===== config.mk =====
export PLATFORM = sky130hd
export DESIGN_NAME = clk_rst_manager
export DESIGN_NICKNAME = d
export VERILOG_FILES = /design/src/rtl/clk_rst_manager.sv
export SDC_FILE = /design/constraint.sdc
export NUM_CORES = 1
export LEC_CHECK = 0
export ABC_CLOCK_PERIOD_IN_PS = 3000
export BUFFER_PORTS_ARGS = -buffer_cell sky130_fd_sc_hd__buf_4
export CAP_MARGIN = 20
export CORE_ASPECT_RATIO = 2
export CORE_MARGIN = 1
export CORE_UTILIZATION = 55
export DETAILED_ROUTE_END_ITERATION = 8
export HOLD_SLACK_MARGIN = 0.15
export PLACE_DENSITY_LB_ADDON = 0.3
export SLEW_MARGIN = 15
export SYNTH_ARGS = -nofsm -noshare
export SYNTH_HDL_FRONTEND = slang
export SYNTH_SLANG_ARGS = --single-unit

===== constraint.sdc =====
create_clock -name clk_ref_in -period 3 [get_ports clk_ref_in]
set_clock_uncertainty 0.1 [all_clocks]
set_input_delay 0.45 -clock clk_ref_in [delete_from_list [all_inputs] [get_ports clk_ref_in]]
set_output_delay 0.45 -clock clk_ref_in [all_outputs]
set_load 0.02 [all_outputs]

===== src/rtl/clk_rst_manager.sv =====
// Lock-qualified reset stretcher with runtime-programmable clock-enable dividers and heartbeat.
// Define LOCK_LOSS_CNT_EN to build the saturating RUN->WAIT_LOCK loss counter.
module clk_rst_manager #(
    parameter int unsigned RESET_CYCLES  = 65536,
    parameter int unsigned LOCK_GLITCH   = 4,
    parameter int unsigned NUM_CH        = 2,
    parameter int unsigned DIV_W         = 8,
    parameter int unsigned HEARTBEAT_BIT = 23
) (
    input  logic                    clk_ref_in,
    input  logic                    reset_in,
    input  logic                    pll_lock_in,
    input  logic                    soft_reset_in,
    input  logic [NUM_CH*DIV_W-1:0] div_in,
    output logic                    reset_out,
    output logic                    resetn_out,
    output logic [1:0]              state_out,
    output logic [NUM_CH-1:0]       clk_en_out,
    output logic [NUM_CH-1:0]       clk_div_out,
    output logic                    heartbeat_out,
    output logic [7:0]              lock_loss_cnt_out
);

    localparam int unsigned SW  = $clog2(RESET_CYCLES);
    localparam int unsigned GW  = $clog2(LOCK_GLITCH + 1);
    localparam int unsigned HbW = HEARTBEAT_BIT + 1;

    localparam logic [SW-1:0] StretchLast = SW'(RESET_CYCLES - 1);
    localparam logic [GW-1:0] GlitchLimit = GW'(LOCK_GLITCH);

    localparam logic [1:0] StWaitLock = 2'd0;
    localparam logic [1:0] StStretch  = 2'd1;
    localparam logic [1:0] StRun      = 2'd2;

    logic [1:0]       r_sync;
    logic             w_lock_s;
    logic [GW-1:0]    r_low_cnt;
    logic             w_lock_lost;
    logic [1:0]       r_state;
    logic [1:0]       w_state_d;
    logic [SW-1:0]    r_stretch;
    logic [SW-1:0]    w_stretch_d;
    logic             r_reset;
    logic             r_resetn;
    logic [HbW-1:0]   r_hb;
    logic             w_run_hold;
    logic [DIV_W-1:0] r_div_cnt [NUM_CH];
    logic [DIV_W-1:0] r_div_lat [NUM_CH];
    logic [DIV_W-1:0] w_div_eff [NUM_CH];
    logic [NUM_CH-1:0] r_clk_en;
    logic [NUM_CH-1:0] r_clk_div;

    assign w_lock_s    = r_sync[1];
    assign w_lock_lost = (r_low_cnt == GlitchLimit);

    always_ff @(posedge clk_ref_in or posedge reset_in) begin
        if (reset_in) begin
            r_sync    <= 2'b00;
            r_low_cnt <= '0;
        end else begin
            r_sync <= {r_sync[0], pll_lock_in};
            // Saturates at the limit so lock_lost stays asserted while lock remains low.
            if (w_lock_s) begin
                r_low_cnt <= '0;
            end else if (!w_lock_lost) begin
                r_low_cnt <= r_low_cnt + GW'(1);
            end
        end
    end

    always_comb begin
        w_state_d   = r_state;
        w_stretch_d = r_stretch;
        case (r_state)
            StWaitLock: begin
                if (w_lock_s) begin
                    w_state_d   = StStretch;
                    w_stretch_d = '0;
                end
            end
            StStretch: begin
                if (w_lock_lost) begin
                    w_state_d = StWaitLock;
                end else if (soft_reset_in) begin
                    w_stretch_d = '0;
                end else if (r_stretch == StretchLast) begin
                    w_state_d = StRun;
                end else begin
                    w_stretch_d = r_stretch + SW'(1);
                end
            end
            StRun: begin
                if (w_lock_lost) begin
                    w_state_d = StWaitLock;
                end else if (soft_reset_in) begin
                    w_state_d   = StStretch;
                    w_stretch_d = '0;
                end
            end
            default: w_state_d = StWaitLock;
        endcase
    end

    always_ff @(posedge clk_ref_in or posedge reset_in) begin
        if (reset_in) begin
            r_state   <= StWaitLock;
            r_stretch <= '0;
            r_reset   <= 1'b1;
            r_resetn  <= 1'b0;
            r_hb      <= '0;
        end else begin
            r_state   <= w_state_d;
            r_stretch <= w_stretch_d;
            r_reset   <= (w_state_d != StRun);
            r_resetn  <= (w_state_d == StRun);
            r_hb      <= r_hb + HbW'(1);
        end
    end

    always_comb begin
        for (int i = 0; i < NUM_CH; i++) begin
            w_div_eff[i] = (div_in[i*DIV_W +: DIV_W] == '0) ? DIV_W'(1) : div_in[i*DIV_W +: DIV_W];
        end
    end

    // Dividers only count while staying in RUN; any other edge clears them and reloads D.
    assign w_run_hold = (r_state == StRun) && (w_state_d == StRun);

    always_ff @(posedge clk_ref_in or posedge reset_in) begin
        if (reset_in) begin
            for (int i = 0; i < NUM_CH; i++) begin
                r_div_cnt[i] <= '0;
                r_div_lat[i] <= DIV_W'(1);
            end
            r_clk_en  <= '0;
            r_clk_div <= '0;
        end else if (!w_run_hold) begin
            for (int i = 0; i < NUM_CH; i++) begin
                r_div_cnt[i] <= '0;
                r_div_lat[i] <= w_div_eff[i];
            end
            r_clk_en  <= '0;
            r_clk_div <= '0;
        end else begin
            for (int i = 0; i < NUM_CH; i++) begin
                if (r_div_cnt[i] == r_div_lat[i] - DIV_W'(1)) begin
                    r_div_cnt[i] <= '0;
                    r_div_lat[i] <= w_div_eff[i];
                    r_clk_en[i]  <= 1'b1;
                    r_clk_div[i] <= ~r_clk_div[i];
                end else begin
                    r_div_cnt[i] <= r_div_cnt[i] + DIV_W'(1);
                    r_clk_en[i]  <= 1'b0;
                end
            end
        end
    end

`ifdef LOCK_LOSS_CNT_EN
    logic [7:0] r_loss_cnt;

    always_ff @(posedge clk_ref_in or posedge reset_in) begin
        if (reset_in) begin
            r_loss_cnt <= 8'd0;
        end else if ((r_state == StRun) && (w_state_d == StWaitLock) && (r_loss_cnt != 8'hFF)) begin
            r_loss_cnt <= r_loss_cnt + 8'd1;
        end
    end

    assign lock_loss_cnt_out = r_loss_cnt;
`else
    assign lock_loss_cnt_out = 8'd0;
`endif

    assign reset_out     = r_reset;
    assign resetn_out    = r_resetn;
    assign state_out     = r_state;
    assign clk_en_out    = r_clk_en;
    assign clk_div_out   = r_clk_div;
    assign heartbeat_out = r_hb[HEARTBEAT_BIT];

endmodule

==> results.yml <==
yosys:
  seq_area_frac_synth_pct: 48.88
  avgSynthCellArea_um2: 10.55
  ys.flop_type: "dfrtp_1"
  synth.distinct_cells: 57
  synth_cells: 413
  async_flop_share_pct: 100.0
  syn_area_mm2: 0.004359
  synth_enable_flop_cells: 0
  synth-warning-count: 0
  ys_ff_latch: 85
  synth_largest_area_cell: "dfrtp_1"
  synthTopCellsByArea: "dfrtp_1 47%, xnor2_1 6.4%, xor2_1 3.8%"
  synthDominantCellAreaShare_pct: 47.07
cts:
  post_cts_buffers: 0
  htree_levels: 3
  cts-resized-gates: 0
  clock-root-buffer: "clkbuf_16"
  cts_buffers: 9
  clk_latency_ns: 0.33
  path_clk_slew_ns: 0.06
  cts_buffer_depth: 2
  cts_tree: "built"
  clkSinkCount: 85
timing:
  worst_pin_slew_ns: 0.7946
  setup_tns_ns: 0
  period_share_pct: 87.79
  rsz0062_at_grt: "false"
  period_needed_ns: 2.634
  finalHoldViolCount: 0
  clock.fmax_ghz: 0.3797
  maxSlewViolCount: 0
  relSlewSlack_pct: 46.86
  setup_violations: 0
die:
  core_mm2: 0.007657
  row_count: 45
  start_util_pct: 56.93
  die_h_um: 127.9
  io_pins: 37
  dieArea_mm2: 0.008307
  die_width_um: 64.95
detailed_routing:
  vias: 3146
  drtAntennaViolNets: 0
  drt_pass1_iterations: 4
  drt-initial-drc-count: 152
  wl_per_cell_um: 15.48
  finalWirelength_um: 8499
  viasPerCell: 5.730
  drc_errors: 0
setup_path:
  crit_fanout: 16
  crit_chain: "nor4_1 -> a21oi_1 -> o22a_1 -> a31oi_2 -> mux2_2"
  critPathArrivalTime_ns: 2.75
  required_ns: 3.11
  cpPeakStageDelay_ns: 0.68
  critPathLaunchType: "flip-flop"
  critical_path_class: "flip-flop to flip-flop"
  reg2reg_depth: 5
  r2r_slack_ns: 0.37
  endpoint_kind: "flip-flop"
  cp_slowest_cell: "a31oi_2"
power:
  power.density_mw_per_mm2: 542.4
  p_int_mw: 2.048
  switching_share_pct: 24.51
  switching_power_mw: 0.6650
  power_leakage_nw: 2.272
  vdd_drop_max_mv: 0.3898
  p_clk_share_pct: 42.5
  finalPower_mw: 2.713
  p_seq_share_pct: 45.5
  comb_power_share_pct: 12.0
grt:
  grt_first_pass_wirelength_um: 14430
  grt_start_max_net_pins: 45
  track_usage_pct: 22.77
  grt_antenna_before_repair: 0
  grt.overflow.total: 0
  grt_pass1_vias: 3170
cells_and_area:
  area.growth.synth_to_final_pct: 14.75
  filler_cell_count: 616
  layout-drive-gt1-share_pct: 17.14
  fin_nets: 478
  diodes: 0
  fin_cells: 549
hold_path:
  hold_path_depth: 2
  hold_path.class: "primary input to flip-flop"
outcome:
  status: "finished clean"
place:
  gp_congestion: 0.8824
  io_buffer_count: 28
  hpwl_um: 6193
  place_inst: 531
flow_run:
  cap_violations: 0
-- state kept, by name, indices dropped and copies added (netlist names) --
name         cells
reset_out        1
resetn_out       1
r_div_lat       16
r_sync           2
r_low_cnt        3
clk_en_out       2
r_div_cnt       16
r_stretch       16
state_out        2
r_hb            24
clk_div_out      2
-- routing by layer --
layer	share of wire, %	track usage, %
met2	55	40.56
met1	40	25.28
met5	0	0
met3	2.6	4.093
met4	1.6	11.24
-- area by class of cell --
cell class	count	area, µm²	share of cell area (%)
Clock inverter	4	72.57	1.451
Sequential cell	85	2131	42.60
Multi-Input combinational cell	304	2100	41.97
Clock buffer	12	236.5	4.727
Tap cell	94	117.6	2.351
Inverter	13	50.05	1.000
Timing Repair Buffer	37	295.3	5.903
-- worst max-delay path: cells and delay by family (launching register included) --
kind            cells  cell delay (ns)
flops               1             0.44
simple gates        1             0.50
compound gates      3             1.06
mux                 1             0.41
-- kinds of logic after synthesis --
family / Yosys count / synth area share (%)
AO/OA/AOI/OAI: 62 / 10.28
XOR/XNOR: 51 / 10.25
adder cells (fa/ha/maj): 8 / 2.296
buffers and inverters: 31 / 3.559
flip-flops: 85 / 48.88
multiplexers: 19 / 4.994
other: 1 / 0.08603
AND/OR/NAND/NOR: 156 / 19.66
-- power groups by stage --
stage	sequential [mW]	combinational [mW]	clock (mW)
CTS	1.23	0.327	1.17
floorplan	1.25	0.223	0
detailed placement	1.25	0.321	0
global placement	1.25	0.311	0
finish	1.23	0.325	1.15
global route	1.24	0.365	1.23
-- synth_stat cells (2+ instances only) --
cell and count:
or3_1 3, dfrtp_1 82, mux2i_1 3, mux2_2 14, and4_1 7, a21o_1 2, nand2_1 16, nor3_1 11
nor4_1 3, and3_1 15, mux2_4 2, and2_1 13, dfstp_2 3, o41ai_1 2, nand3_1 26, nor2b_1 8
o31ai_1 8, clkbuf_1 8, nand4_1 6, buf_4 8, or4_1 2, a31oi_1 6, ha_1 8, o21ai_0 20
xnor2_1 32, o22ai_1 2, a41oi_1 2, nor2_1 32, nand2b_1 4, and3b_1 2, xor2_1 19, a21oi_1 7
inv_1 13
-- final timing paths --
check,start,end
min,soft_reset_in,resetn_out$_DFF_PP0_
min reg2reg,r_sync[0]$_DFF_PP0_,r_sync[1]$_DFF_PP0_
max,r_div_lat[10]$_DFFE_PP0P_,r_div_lat[13]$_DFFE_PP0P_
max reg2reg,r_div_lat[10]$_DFFE_PP0P_,r_div_lat[13]$_DFFE_PP0P_
max in group asynchronous,reset_in,r_div_lat[0]$_DFFE_PP1P_
min in group asynchronous,reset_in,r_div_lat[5]$_DFFE_PP0P_
-- through the flow --
stage	hold WS (ns)	util, %	cell area, µm²	setup WS [ns]
final	0.2193	65.33	5002	0.3663
after CTS	0.2069	65.33	5002	0.3642
after detailed placement	0.2449	61.03	4673	0.3570
after global routing	0.2174	65.33	5002	0.1798
after global placement	0.2467	61.03	4673	0.4498
after floorplan	0.2312	-	4385	0.2615
-- timing repair --
action	CTS	global route
hold buffers	2	0
hold endpoints to repair	19	0
endpoints found under the setup margin	0	0
-- cells in the final DEF, fill, tap and decap left out, types with 11 or more instances in the layout --
cell type and n:
dfrtp_1 82, buf_4 34, nor2_1 32, xnor2_1 32
nand3_1 26, o21ai_0 20, xor2_1 19, nand2_1 16
and3_1 15, mux2_2 14, and2_1 13, inv_1 12
nor3_1 11
Power figures use the tool's default switching activity.
